$ cat src/rtl/datamem_arbiter_pkg.sv
// rtl/datamem_arbiter_pkg.sv - shared types and constants for the data-memory arbiter
package datamem_arbiter_pkg;

    localparam int AW_DEF = 8;
    localparam int DW_DEF = 8;

    localparam logic [1:0] OWN_NONE = 2'b00;
    localparam logic [1:0] OWN_CORE = 2'b01;
    localparam logic [1:0] OWN_DBG  = 2'b10;

    typedef enum logic [1:0] {
        IDLE  = 2'd0,
        ISSUE = 2'd1,
        WAIT  = 2'd2,
        RESP  = 2'd3
    } state_t;

endpackage

$ cat src/rtl/datamem_arbiter_if.sv
// rtl/datamem_arbiter_if.sv - single-port data memory bus between arbiter and memory
interface datamem_arbiter_if #(
    parameter int AW = 8,
    parameter int DW = 8
);
    logic          mem_en;
    logic          mem_we;
    logic [AW-1:0] mem_addr;
    logic [DW-1:0] mem_wdata;
    logic [DW-1:0] mem_rdata;

    modport master (output mem_en, output mem_we, output mem_addr, output mem_wdata, input mem_rdata);
    modport slave  (input mem_en, input mem_we, input mem_addr, input mem_wdata, output mem_rdata);
endinterface

$ cat src/rtl/datamem_arbiter_pick.sv
// rtl/datamem_arbiter_pick.sv - dm_arb_pick: two-requester round-robin winner select with debug lock
module dm_arb_pick
    import datamem_arbiter_pkg::*;
(
    input  logic       core_req,
    input  logic       dbg_req,
    input  logic [1:0] last_owner,
    input  logic       locked,
    output logic [1:0] grant
);

    always_comb begin
        grant = OWN_NONE;
        if (locked) begin
            if (dbg_req) grant = OWN_DBG;
        end else if (core_req && dbg_req) begin
            grant = (last_owner == OWN_CORE) ? OWN_DBG : OWN_CORE;
        end else if (core_req) begin
            grant = OWN_CORE;
        end else if (dbg_req) begin
            grant = OWN_DBG;
        end
    end

endmodule

$ cat src/rtl/datamem_arbiter.sv
// rtl/datamem_arbiter.sv - shares the data memory between core and debug with issue/wait/resp sequencing
module datamem_arbiter
    import datamem_arbiter_pkg::*;
#(
    parameter int AW       = AW_DEF,
    parameter int DW       = DW_DEF,
    parameter int MEM_LAT  = 1,
    parameter int MAX_LOCK = 4
) (
    input  logic                clk,
    input  logic                rst,
    input  logic                core_req,
    input  logic                core_we,
    input  logic [AW-1:0]       core_addr,
    input  logic [DW-1:0]       core_wdata,
    output logic                core_ack,
    output logic [DW-1:0]       core_rdata,
    output logic                core_stall,
    input  logic                dbg_req,
    input  logic                dbg_we,
    input  logic [AW-1:0]       dbg_addr,
    input  logic [DW-1:0]       dbg_wdata,
    input  logic                dbg_lock,
    output logic                dbg_ack,
    output logic [DW-1:0]       dbg_rdata,
    datamem_arbiter_if.master   mem,
    output logic [1:0]          owner
);

    state_t        state_q, state_d;
    logic [1:0]    owner_q, owner_d;
    logic [1:0]    last_owner_q, last_owner_d;
    logic          locked_q, locked_d;
    logic [3:0]    lock_cnt_q, lock_cnt_d;
    logic [2:0]    cnt_q, cnt_d;
    logic          mem_en_q, mem_en_d;
    logic          mem_we_q, mem_we_d;
    logic [AW-1:0] mem_addr_q, mem_addr_d;
    logic [DW-1:0] mem_wdata_q, mem_wdata_d;
    logic [DW-1:0] core_rdata_q, core_rdata_d;
    logic [DW-1:0] dbg_rdata_q, dbg_rdata_d;
    logic [1:0]    grant;
    logic [3:0]    lock_nxt;

    // A lock with no pending debug request is dropped in IDLE, so arbitration sees it unlocked.
    dm_arb_pick u_pick (
        .core_req   (core_req),
        .dbg_req    (dbg_req),
        .last_owner (last_owner_q),
        .locked     (locked_q & dbg_req),
        .grant      (grant)
    );

    assign lock_nxt = lock_cnt_q + 4'd1;

    always_comb begin
        state_d      = state_q;
        owner_d      = owner_q;
        last_owner_d = last_owner_q;
        locked_d     = locked_q;
        lock_cnt_d   = lock_cnt_q;
        cnt_d        = cnt_q;
        mem_en_d     = 1'b0;
        mem_we_d     = mem_we_q;
        mem_addr_d   = mem_addr_q;
        mem_wdata_d  = mem_wdata_q;
        core_rdata_d = core_rdata_q;
        dbg_rdata_d  = dbg_rdata_q;
        case (state_q)
            IDLE: begin
                if (locked_q && !dbg_req) begin
                    locked_d   = 1'b0;
                    lock_cnt_d = 4'd0;
                end
                if (grant != OWN_NONE) begin
                    owner_d  = grant;
                    mem_en_d = 1'b1;
                    state_d  = ISSUE;
                    if (grant == OWN_CORE) begin
                        mem_we_d    = core_we;
                        mem_addr_d  = core_addr;
                        mem_wdata_d = core_wdata;
                    end else begin
                        mem_we_d    = dbg_we;
                        mem_addr_d  = dbg_addr;
                        mem_wdata_d = dbg_wdata;
                    end
                end
            end
            ISSUE: begin
                cnt_d   = 3'(MEM_LAT);
                state_d = WAIT;
            end
            WAIT: begin
                cnt_d = cnt_q - 3'd1;
                if (cnt_q == 3'd1) begin
                    if (owner_q == OWN_CORE) core_rdata_d = mem.mem_rdata;
                    else                     dbg_rdata_d  = mem.mem_rdata;
                    state_d = RESP;
                end
            end
            RESP: begin
                last_owner_d = owner_q;
                owner_d      = OWN_NONE;
                state_d      = IDLE;
                // Lock count tallies completed locked accesses; hitting MAX_LOCK hands the bus back.
                if (owner_q == OWN_DBG) begin
                    if (dbg_lock && (lock_nxt < 4'(MAX_LOCK))) begin
                        locked_d   = 1'b1;
                        lock_cnt_d = lock_nxt;
                    end else begin
                        locked_d   = 1'b0;
                        lock_cnt_d = 4'd0;
                    end
                end
            end
            default: state_d = IDLE;
        endcase
    end

    always_ff @(posedge clk or posedge rst) begin
        if (rst) begin
            state_q      <= IDLE;
            owner_q      <= OWN_NONE;
            last_owner_q <= OWN_DBG;
            locked_q     <= 1'b0;
            lock_cnt_q   <= 4'd0;
            cnt_q        <= 3'd0;
            mem_en_q     <= 1'b0;
            mem_we_q     <= 1'b0;
            mem_addr_q   <= '0;
            mem_wdata_q  <= '0;
            core_rdata_q <= '0;
            dbg_rdata_q  <= '0;
        end else begin
            state_q      <= state_d;
            owner_q      <= owner_d;
            last_owner_q <= last_owner_d;
            locked_q     <= locked_d;
            lock_cnt_q   <= lock_cnt_d;
            cnt_q        <= cnt_d;
            mem_en_q     <= mem_en_d;
            mem_we_q     <= mem_we_d;
            mem_addr_q   <= mem_addr_d;
            mem_wdata_q  <= mem_wdata_d;
            core_rdata_q <= core_rdata_d;
            dbg_rdata_q  <= dbg_rdata_d;
        end
    end

    assign core_ack      = (state_q == RESP) && (owner_q == OWN_CORE);
    assign dbg_ack       = (state_q == RESP) && (owner_q == OWN_DBG);
    assign core_stall    = core_req & ~core_ack;
    assign core_rdata    = core_rdata_q;
    assign dbg_rdata     = dbg_rdata_q;
    assign owner         = owner_q;
    assign mem.mem_en    = mem_en_q;
    assign mem.mem_we    = mem_we_q;
    assign mem.mem_addr  = mem_addr_q;
    assign mem.mem_wdata = mem_wdata_q;

endmodule

$ cat src/flat_wrapper.sv
// flat-port wrapper written by rule: the top's interface ports become plain ports
module datamem_arbiter_flat import datamem_arbiter_pkg::*;
#(
    parameter int AW       = AW_DEF,
    parameter int DW       = DW_DEF,
    parameter int MEM_LAT  = 1,
    parameter int MAX_LOCK = 4
)
  (clk, rst, core_req, core_we, core_addr, core_wdata, core_ack, core_rdata, core_stall, dbg_req, dbg_we, dbg_addr, dbg_wdata, dbg_lock, dbg_ack, dbg_rdata, owner, mem_mem_en, mem_mem_we, mem_mem_addr, mem_mem_wdata, mem_mem_rdata);
  datamem_arbiter_if #(.AW(AW), .DW(DW)) mem_i ();
  input  logic clk;
  input  logic rst;
  input  logic core_req;
  input  logic core_we;
  input  logic [AW-1:0] core_addr;
  input  logic [DW-1:0] core_wdata;
  output logic core_ack;
  output logic [DW-1:0] core_rdata;
  output logic core_stall;
  input  logic dbg_req;
  input  logic dbg_we;
  input  logic [AW-1:0] dbg_addr;
  input  logic [DW-1:0] dbg_wdata;
  input  logic dbg_lock;
  output logic dbg_ack;
  output logic [DW-1:0] dbg_rdata;
  output logic [1:0] owner;
  output wire logic [$bits(mem_i.mem_en)-1:0] mem_mem_en;
  output wire logic [$bits(mem_i.mem_we)-1:0] mem_mem_we;
  output wire logic [$bits(mem_i.mem_addr)-1:0] mem_mem_addr;
  output wire logic [$bits(mem_i.mem_wdata)-1:0] mem_mem_wdata;
  input wire logic [$bits(mem_i.mem_rdata)-1:0] mem_mem_rdata;
  assign mem_mem_en = mem_i.mem_en;
  assign mem_mem_we = mem_i.mem_we;
  assign mem_mem_addr = mem_i.mem_addr;
  assign mem_mem_wdata = mem_i.mem_wdata;
  assign mem_i.mem_rdata = mem_mem_rdata;
  datamem_arbiter #(.AW(AW), .DW(DW), .MEM_LAT(MEM_LAT), .MAX_LOCK(MAX_LOCK)) u_core (.clk(clk), .rst(rst), .core_req(core_req), .core_we(core_we), .core_addr(core_addr), .core_wdata(core_wdata), .core_ack(core_ack), .core_rdata(core_rdata), .core_stall(core_stall), .dbg_req(dbg_req), .dbg_we(dbg_we), .dbg_addr(dbg_addr), .dbg_wdata(dbg_wdata), .dbg_lock(dbg_lock), .dbg_ack(dbg_ack), .dbg_rdata(dbg_rdata), .mem(mem_i), .owner(owner));
endmodule
$ cat config.mk
export PLATFORM = sky130hd
export DESIGN_NAME = datamem_arbiter_flat
export DESIGN_NICKNAME = d
export VERILOG_FILES = /design/src/rtl/datamem_arbiter_pkg.sv /design/src/rtl/datamem_arbiter_if.sv /design/src/rtl/datamem_arbiter_pick.sv /design/src/rtl/datamem_arbiter.sv /design/src/flat_wrapper.sv
export SDC_FILE = /design/constraint.sdc
export NUM_CORES = 1
export LEC_CHECK = 0
export BUFFER_PORTS_ARGS = -buffer_cell sky130_fd_sc_hd__clkbuf_2
export CORE_MARGIN = 5
export CORE_UTILIZATION = 30
export CTS_BUF_LIST = sky130_fd_sc_hd__clkbuf_4 sky130_fd_sc_hd__clkbuf_8
export CTS_CLUSTER_SIZE = 8
export DETAILED_ROUTE_END_ITERATION = 10
export SKIP_CTS_REPAIR_TIMING = 1
export SLEW_MARGIN = 40
export SYNTH_ARGS = -nofsm -noshare
export SYNTH_HDL_FRONTEND = slang
export SYNTH_SLANG_ARGS = --single-unit
$ cat constraint.sdc
create_clock -name clk -period 2.4 [get_ports clk]
set_input_delay 0.12 -clock clk [delete_from_list [all_inputs] [get_ports clk]]
set_output_delay 0.12 -clock clk [all_outputs]
set_load 0.005 [all_outputs]
==> impl_metrics.tcl, run 1 <==
set metrics [dict create \
    setup_slack_ns 0.553 \
    grt_pass1_vias 1676 \
    path_buf_inv 1 \
    drive_gt1_share_pct 41.9 \
    cp.required_ns 2.59 \
    clock_latency_ns 0.30 \
    synth_top_area_share_pct 52.6 \
    die_w_um 96.3 \
    fp.coreArea_sq_mm 0.00725 \
    worst_ep_arrival_time_ns 2.04 \
    finalNetCount 349 \
    max-vdd-ir-drop_uv 484 \
    post-place-ws_ns 0.536 \
    fin_crit_sh_pct 76.9 \
    path_clk_slew_ns 0.10 \
    outcome "complete, no violations" \
    max_freq_mhz 541 \
    die_area_sq_mm 0.00928 \
    power_leakage_uw 0.00139 \
    power.density_mw_per_mm2 1160 \
    start_kind "register" \
    antenna_cells 0 \
    synth-warning-count 0 \
    grt_pass1_wl_mm 7.99 \
    crit_chain "inv_1 > ha_1 > nand3_2 > nor3b_4 > mux2_2" \
    hold_viol 0 \
    yosys_register_bits 48 \
    crit_type "reg2reg" \
    vias 1718 \
    crit_slowest_cell "dfrtp_1" \
    grt_use_total_pct 11.0 \
    fin_setup_tns_ns 0 \
    first_iter_violations 57 \
    ys_types 35 \
    start_util_pct 30.8 \
    setup_violations 0 \
    seq_area_frac_synth_pct 53.8 \
    drtAntennaViolNets 0 \
    rows 31 \
    clock-skew-final_ns 0.0116 \
    max_slew_margin_pct 60.7 \
    period_needed_ns 1.85 \
    drv_slew 0 \
    vias_per_cell 4.35 \
    synthCells 208 \
    dp_hpwl_mm 3.82 \
    drc 0 \
    antenna_found_initial 0 \
    synth_top_area_cell "dfrtp_1" \
    endpoint_kind "register" \
    tightest_slew_ns 0.590 \
    synthFlopType "dfrtp_1" \
    clock_path_buffers 2 \
    cts.htree.levels 2 \
    first_pass_iters 5 \
    cts_tree "built" \
    netlist_top_cells_area "dfrtp_1 53%, mux2_2 9.6%, nand2_1 6.9%, a31oi_1 5.0%, ha_1 3.9%" \
    hold_path.class "in2reg" \
    clockRootBuffer "clkbuf_8" \
    cpLargestDelayFamily "simple AND/OR/NAND/NOR gates" \
    grt_max_degree 36 \
    fp.dieH_um 96.3 \
    synthToLayoutAreaGrowth_pct 27.4 \
    routed_wl_mm 5.05 \
    portBuffers 85 \
    finalWeightedCongestion 0.718 \
    cap_viol_max_count 0 \
    cts_buffers 5 \
    avgSynthCellArea_sq_um 10.7 \
    async_flop_share_pct 100 \
    synth_edf_count 0 \
    grt_overflow 0 \
    synth_nets 262 \
    netlist_area_sq_mm 0.00224 \
    worstPathMaxFanout 8 \
    cts_sinks 48 \
    io_pins 86 \
    slowest_delay_ns 0.41 \
    fin_util_pct 39.3 \
    wl_per_cell_um 12.8 \
    rsz0062_at_grt "false" \
]
## cell families (layout without fill, tap and decap cells)
logic type,Yosys count,after routing,share of synthesized area (%)
and+or+nand+nor,80,80,16.8
DFF,48,48,53.8
AOI/OAI and AO/OA,35,35,11.1
muxes,20,20,10.0
buffers and inverters,17,105,3.92
adders and majority gates,7,7,3.92
xor gates and xnor gates,1,1,0.392
## power breakdown
group	switching (uW)	total (uW)	leakage (uW)	internal (uW)
Sequential	209	1380	0.000573	1170
Combinational	736	1450	0.000774	713
Clock	280	487	0.0000404	207
Total	1220	3310	0.00139	2090
## cell type report
type	instances	area (sq um)
fill	740	4400
sequential	48	1200
multi-input combinational	143	946
timing repair buffer	88	450
tap	99	124
clock buffer	5	68.8
inverter	9	33.8
clock inverter	3	23.8
## layer usage
layer  vias to the layer above  part of all wire [%]  wire, um  global-route usage, %
li1                        879                     -         -                      -
met1                       771                    47      2360                   14.7
met2                        62                    44      2240                   17.9
met3                         6                   8.6       433                   3.05
met4                         0                  0.44        22                   2.10
met5                         -                     0         0                      0
## placed cells by master, fill, tap and decap left out, types with 2 or more instances in the layout
master / n
a31oi_1: 18
buf_4: 2
clkbuf_2: 85
clkbuf_8: 5
clkinvlp_4: 2
dfrtp_1: 47
ha_1: 7
inv_1: 8
mux2_2: 19
nand2_1: 41
nand2b_1: 3
nand3_1: 2
nand3b_1: 2
nor2_1: 19
nor2b_1: 5
o21a_1: 2
o21ai_0: 8
## through the flow
| stage | hold slack (ns) | total power (uW) | instances | cell area (sq um) |
|---|---|---|---|---|
| detailed placement | 0.103 | 2880 | 386 | 2750 |
| floorplan | 0.268 | 2330 | 208 | 2240 |
| global placement | 0.0974 | 2830 | 386 | 2750 |
| global route | 0.0341 | 3600 | 395 | 2850 |
| CTS | -0.229 | 3360 | 394 | 2840 |
| finish | 0.0370 | 3310 | 395 | 2850 |
## worst paths after layout
| check | startpoint | endpoint | slack [ns] | cells past startpoint |
|---|---|---|---|---|
| worst max-delay path | u_core.state_q[0] | u_core.core_rdata[0] | 0.55 | 5 |
| worst min-delay path | core_wdata[7] | u_core.mem.mem_wdata[7] | 0.04 | 3 |
| worst max register to register | u_core.state_q[0] | u_core.core_rdata[0] | 0.55 | 5 |
| worst min register to register | u_core.dbg_rdata[4] | u_core.dbg_rdata[4] | 0.51 | 1 |
| max in group asynchronous | rst | u_core.state_q[1] | 1.35 | 4 |
| min in group asynchronous | rst | u_core.dbg_rdata[0] | 0.31 | 3 |
## worst reg2reg max path, cell delays in order, from the launching register on
cell and delay, ns:
dfrtp_1 0.41, inv_1 0.11, ha_1 0.28, nand3_2 0.14, nor3b_4 0.41, mux2_2 0.39
## registers in the layout, summed over array words and instances (netlist names)
name and count:
u_core.lock_cnt_q 4, u_core.locked_q 1, u_core.owner 2, u_core.dbg_rdata 8
u_core.mem.mem_we 1, u_core.last_owner_q 2, u_core.cnt_q 3, u_core.state_q 2
u_core.mem.mem_addr 8, u_core.core_rdata 8, u_core.mem.mem_en 1, u_core.mem.mem_wdata 8
## cell usage after synthesis (all sizes together), types with 2 or more instances
| library cell | instances |
|---|---|
| ha | 7 |
| inv | 9 |
| mux2 | 19 |
| nand2 | 41 |
| nor2b | 5 |
| o21ai | 8 |
| nor3b | 2 |
| nand3b | 2 |
| dfrtp | 47 |
| a21oi | 2 |
| nand3 | 3 |
| a31oi | 18 |
| and2b | 2 |
| nand2b | 3 |
| o21a | 2 |
| buf | 7 |
| nor2 | 20 |
Note: power is estimated with default switching activity, not from simulation.
==> inputs of run 2 (changes only) <==
--- a/config.mk
+++ b/config.mk
@@ -5,6 +5,7 @@
 export SDC_FILE = /design/constraint.sdc
 export NUM_CORES = 1
 export LEC_CHECK = 0
+export ABC_AREA = 1
 export BUFFER_PORTS_ARGS = -buffer_cell sky130_fd_sc_hd__clkbuf_2
 export CORE_MARGIN = 5
 export CORE_UTILIZATION = 30
==> constraint.sdc (replaced) <==
create_clock -name clk -period 1.8 [get_ports clk]
set_input_delay 0.09 -clock clk [delete_from_list [all_inputs] [get_ports clk]]
set_output_delay 0.09 -clock clk [all_outputs]
set_load 0.005 [all_outputs]
==> run 2 against run 1 <==
  * Area after synthesis rose by 5.7%
  * Sequential power rose by 34%
  * Worst setup slack got worse by 0.36 ns
  * Power rose by 45%
  * Synthesized cell count rose by 43%
  * Critical endpoint is now core_stall
==> impl_metrics.tcl, run 2 <==
set metrics [dict create \
    outcome "complete, no violations" \
    clock_latency_ns 0.29 \
    clock_path_buffers 2 \
    endpoint_kind "output pin" \
    r2r_end "u_core.lock_cnt_q[1]" \
    cts_sinks 48 \
    grt_pass1_vias 2180 \
    grt_overflow 0 \
    final_common_cell "nand2_1" \
    die_area_sq_mm 0.00975 \
    avgSynthCellArea_sq_um 7.95 \
    antenna_found_initial 0 \
    drtAntennaViolNets 0 \
    vias 2142 \
    grt_pass1_wl_mm 9.86 \
    rrSetupSlack_ns 0.24 \
    cp.required_ns 1.71 \
    first_iter_violations 41 \
    crit_type "reg2out" \
    wl_per_cell_um 11.7 \
    power.density_mw_per_mm2 1600 \
    rsz0062_at_grt "false" \
    fin_util_pct 39.1 \
    cap_viol_max_count 0 \
    start_kind "register" \
    synth_nets 351 \
    grt_max_degree 19 \
    portBuffers 85 \
    path_clk_slew_ns 0.09 \
    met2WireLength_mm 2.77 \
    worst_ep_arrival_time_ns 1.51 \
    synthCells 297 \
    fp.coreArea_sq_mm 0.00769 \
    synthTopCellsByCount "121 x nand2_1, 47 x dfrtp_1, 28 x inv_1, 25 x nand3_1, 17 x nor2_1" \
    period_needed_ns 1.60 \
    cts_buffers 5 \
    synth_top_area_cell "dfrtp_1" \
    wl_met1_mm 2.37 \
    yosys_register_bits 48 \
    hold_viol 0 \
    die_w_um 98.7 \
    worstPathMaxFanout 7 \
    finalWeightedCongestion 0.840 \
    setup_violations 0 \
    min_to "u_core.core_rdata[2]" \
    fp.dieH_um 98.7 \
    clockRootBuffer "clkbuf_8" \
    max_freq_mhz 624 \
    dp_hpwl_mm 4.40 \
    max-vdd-ir-drop_uv 542 \
    nFillCells 819 \
    drv_slew 0 \
    antenna_cells 0 \
    final_cell_mix "121 x nand2_1, 85 x clkbuf_2, 47 x dfrtp_1" \
    async_flop_share_pct 100 \
    top_layer_used "met4" \
    fin_crit_sh_pct 89.0 \
    drc 0 \
    p_total_uw 4790 \
    clock-skew-final_ns 0.00566 \
    synthFlopType "dfrtp_1" \
    finalNetCount 439 \
    ys_types 23 \
    io_pins 86 \
    min-delay-start "mem_mem_rdata[2]" \
    synthToLayoutAreaGrowth_pct 27.1 \
    start_util_pct 30.7 \
    synth_edf_count 0 \
    min_path_cells 3 \
    cts.htree.levels 2 \
    yosysMostFrequentCell "nand2_1" \
    first_pass_iters 4 \
    reg2reg_from "u_core.state_q[0]" \
    synth_top_area_share_pct 49.8 \
    hold_path.class "in2reg" \
    drive_gt1_share_pct 28.8 \
    netlist_area_sq_mm 0.00236 \
    cts_tree "built" \
    max_slew_margin_pct 74.4 \
    routed-wl-met3_um 454 \
    vias_per_cell 4.39 \
    fin_setup_tns_ns 0 \
    tightest_slew_ns 0.383 \
    rows 32 \
    netlist_top_cells_area "dfrtp_1 50%, nand2_1 19%, nand3_1 5.3%, inv_1 4.4%, ha_1 3.7%" \
    grt_use_total_pct 12.1 \
    r2r_cells 8 \
    synth-warning-count 0 \
    power_leakage_uw 0.00172 \
    seq_area_frac_synth_pct 50.9 \
    routed_wl_mm 5.69 \
]
[run 2: cell count changes after synthesis, moves of 6 or more]
cell and change:
nand2_1 +80, nand3_1 +23, inv_1 +19, mux2_2 -19
a31oi_1 -18, a21oi_1 +9, o21ai_1 +6
[run 2: layout make-up]
cell class	count	area, sq um	area share [%]
Multi-Input combinational cell	210	967	32.2
Clock inverter	1	30.0	1.00
Timing Repair Buffer	90	465	15.5
Sequential cell	48	1200	40.0
Clock buffer	7	96.3	3.21
Inverter	30	114	3.79
Tap cell	102	128	4.25
[run 2: how the worst max path moves through the flow]
stage	from	endpoint	slack [ns]
6_report	u_core.state_q[1]	core_stall	0.20
3_3_place_gp	u_core.state_q[0]	u_core.lock_cnt_q[0]	0.21
4_1_cts	u_core.state_q[0]	u_core.lock_cnt_q[1]	0.13
2_1_floorplan	u_core.state_q[0]	u_core.lock_cnt_q[0]	0.33
5_1_grt	u_core.state_q[1]	core_stall	0.03
3_5_place_dp	u_core.state_q[0]	u_core.lock_cnt_q[0]	0.15
[run 2: per-stage QoR]
step | setup slack, ns | cell area, sq um | hold slack (ns) | cells
after floorplan | 0.329 | 2360 | 0.228 | 297
after global placement | 0.209 | 2860 | 0.0763 | 479
after detailed placement | 0.152 | 2860 | 0.0843 | 479
after CTS | 0.135 | 2990 | -0.247 | 487
after global routing | 0.0296 | 3000 | 0.0180 | 488
final | 0.198 | 3000 | 0.0163 | 488
[run 2: routing by layer]
layer | vias up | track usage [%]
met5 | - | 0
met4 | 0 | 3.47
met3 | 9 | 3.54
met2 | 69 | 21.1
met1 | 964 | 14.5
li1 | 1100 | -
[run 2: kinds of logic (layout without fill, tap and decap cells)]
kind of cell	Yosys count	in the layout	share of synthesized area [%]
compound gates	25	25	5.40
fa+ha+maj	7	7	3.71
simple gates	178	178	31.7
flops	48	48	50.9
buf+inv	39	128	8.26
[run 2: report_power, final]
part	total, uW	internal [uW]	leakage (uW)	switching (uW)
registers	1850	1560	0.000588	286
clock network	838	490	0.0000645	348
logic	2110	840	0.00107	1270
total	4790	2890	0.00172	1900
[run 2: critical path: stages (launching register included)]
cell and delay (ns):
dfrtp_1 0.39, ha_1 0.31, inv_1 0.15, o21ai_0 0.19
inv_1 0.06, clkbuf_2 0.12
==> inputs of run 3 (changes only) <==
--- a/config.mk
+++ b/config.mk
@@ -12,6 +12,7 @@
 export CTS_BUF_LIST = sky130_fd_sc_hd__clkbuf_4 sky130_fd_sc_hd__clkbuf_8
 export CTS_CLUSTER_SIZE = 8
 export DETAILED_ROUTE_END_ITERATION = 10
+export RECOVER_POWER = 50
 export SKIP_CTS_REPAIR_TIMING = 1
 export SLEW_MARGIN = 40
 export SYNTH_ARGS = -nofsm -noshare
==> run 3 against run 2 <==
  * Critical path depth unchanged
  * Clock power about the same
  * Wire length up 0.33%
  * Cell area down 1.2%
  * Largest power group unchanged
  * Hold slack about the same
  * Critical endpoint unchanged
  * Via count about the same
==> impl_metrics.tcl, run 3 (synthesis gave the netlist of run 2 again) <==
set metrics [dict create \
    fp.dieH_um 98.7 \
    power_leakage_uw 0.00165 \
    instances_no_fill 488 \
    cts_buffers 5 \
    grt_overflow 0 \
    p_clk_share_pct 17.7 \
    die_area_sq_mm 0.00975 \
    wl_per_cell_um 11.7 \
    rsz0062_at_grt "false" \
    internal_power_uw 2830 \
    rows 32 \
    first_pass_iters 4 \
    dp_hpwl_mm 4.40 \
    worstPathMaxFanout 7 \
    finalNetCount 439 \
    crit_type "reg2out" \
    max_slew_margin_pct 55.0 \
    tightest_slew_ns 0.674 \
    cap_viol_max_count 0 \
    vias_per_cell 4.39 \
    clockRootBuffer "clkbuf_8" \
    cp-endpoint "core_stall" \
    synthToLayoutAreaGrowth_pct 25.6 \
    r2r_end "u_core.lock_cnt_q[1]" \
    cpMostUsedCell "inv_1" \
    swShare_pct 40.2 \
    routed_wl_mm 5.71 \
    max-vdd-ir-drop_uv 530 \
    final_common_cell "nand2_1" \
    grt_use_total_pct 12.1 \
    antenna_found_initial 0 \
    crit_cells 5 \
    rrSetupSlack_ns 0.24 \
    p_total_uw 4730 \
    finalWeightedCongestion 0.840 \
    portBuffers 85 \
    cts_sinks 48 \
    period_needed_ns 1.60 \
    grt_pass1_wl_mm 9.86 \
    start_util_pct 30.7 \
    cpLargestDelayFamily "flip-flops" \
    io_pins 86 \
    outcome "complete, no violations" \
    max_freq_mhz 625 \
    clock_latency_ns 0.29 \
    dp.cells 479 \
    crit_slowest_cell "dfrtp_1" \
    hold_path.class "in2reg" \
    cts.htree.levels 2 \
    drv_slew 0 \
    crit_chain "ha_1 > inv_1 > o21ai_0 > inv_1 > clkbuf_2" \
    grt_max_degree 19 \
    fin_crit_sh_pct 88.9 \
    path_buf_inv 3 \
    start_kind "register" \
    setup_violations 0 \
    grt_pass1_vias 2180 \
    drc 0 \
    fp.coreArea_sq_mm 0.00769 \
    power.density_mw_per_mm2 1590 \
    pwr-share-comb_pct 43.2 \
    first_iter_violations 61 \
    reg2reg_from "u_core.state_q[0]" \
    fin_setup_tns_ns 0 \
    hold_viol 0 \
    die_w_um 98.7 \
    drtAntennaViolNets 0 \
    slowest_delay_ns 0.39 \
    p_sw_uw 1900 \
    final_cell_mix "121 x nand2_1, 62 x clkbuf_2, 47 x dfrtp_1" \
    setup.worst_path.start "u_core.state_q[1]" \
    antenna_cells 0 \
    path_clk_slew_ns 0.09 \
    cts_tree "built" \
    clock_path_buffers 2 \
    p_seq_share_pct 39.1 \
    worst_ep_arrival_time_ns 1.51 \
    endpoint_kind "output pin" \
    clock-skew-final_ns 0.00451 \
    vias 2141 \
    r2r_cells 8 \
    drive_gt1_share_pct 22.0 \
    cp.required_ns 1.71 \
]
## run 3: area by class of cell
type | instances | area (sq um)
Timing Repair Buffer | 90 | 429
Clock inverter | 1 | 30.0
Inverter | 30 | 114
Sequential cell | 48 | 1200
Tap cell | 102 | 128
Clock buffer | 7 | 96.3
Multi-Input combinational cell | 210 | 967
Fill cell | 829 | 4720
## run 3: worst min path at each step
| stage | start | end | slack (ns) | depth (start not counted) |
|---|---|---|---|---|
| after floorplan | mem_mem_rdata[2] | u_core.core_rdata[2] | 0.23 | 2 |
| after global placement | rst | u_core.dbg_rdata[1] | 0.08 | 2 |
| after detailed placement | rst | u_core.dbg_rdata[1] | 0.08 | 2 |
| after CTS | rst | u_core.dbg_rdata[1] | -0.25 | 2 |
| after global routing | mem_mem_rdata[2] | u_core.core_rdata[2] | 0.02 | 3 |
| final | mem_mem_rdata[2] | u_core.core_rdata[2] | 0.02 | 3 |
## run 3: power by group through the flow
stage / registers (uW) / logic (uW) / clock network (uW)
after detailed placement: 1870 / 2140 / 0
after global placement: 1860 / 2070 / 0
final: 1850 / 2040 / 837
after CTS: 1860 / 2140 / 873
after floorplan: 1860 / 1420 / 0
after global routing: 1930 / 2400 / 926
## run 3: routing by layer
metal | part of all wire (%) | global-route usage [%] | wire length (um)
met4 | 1.6 | 3.47 | 94
met3 | 7.4 | 3.54 | 424
met1 | 42 | 14.5 | 2420
met2 | 48 | 21.1 | 2770
met5 | 0 | 0 | 0
## run 3: worst reg2reg max path: cells and delay by family (launching register included)
family / cells / cell delay, ns
adder cells (fa/ha/maj): 1 / 0.38
AND/OR/NAND/NOR: 4 / 0.41
flip-flops: 1 / 0.37
buffers and inverters: 3 / 0.28
## run 3: per-stage QoR
step	worst slack [ns]	instance area (sq um)	util [%]	hold slack, ns
2_1_floorplan	0.329	2360	-	0.228
3_3_place_gp	0.209	2860	37.3	0.0763
3_5_place_dp	0.152	2860	37.3	0.0843
4_1_cts	0.135	2990	38.9	-0.247
5_1_grt	0.0296	2970	38.6	0.0180
6_report	0.200	2970	38.6	0.0167
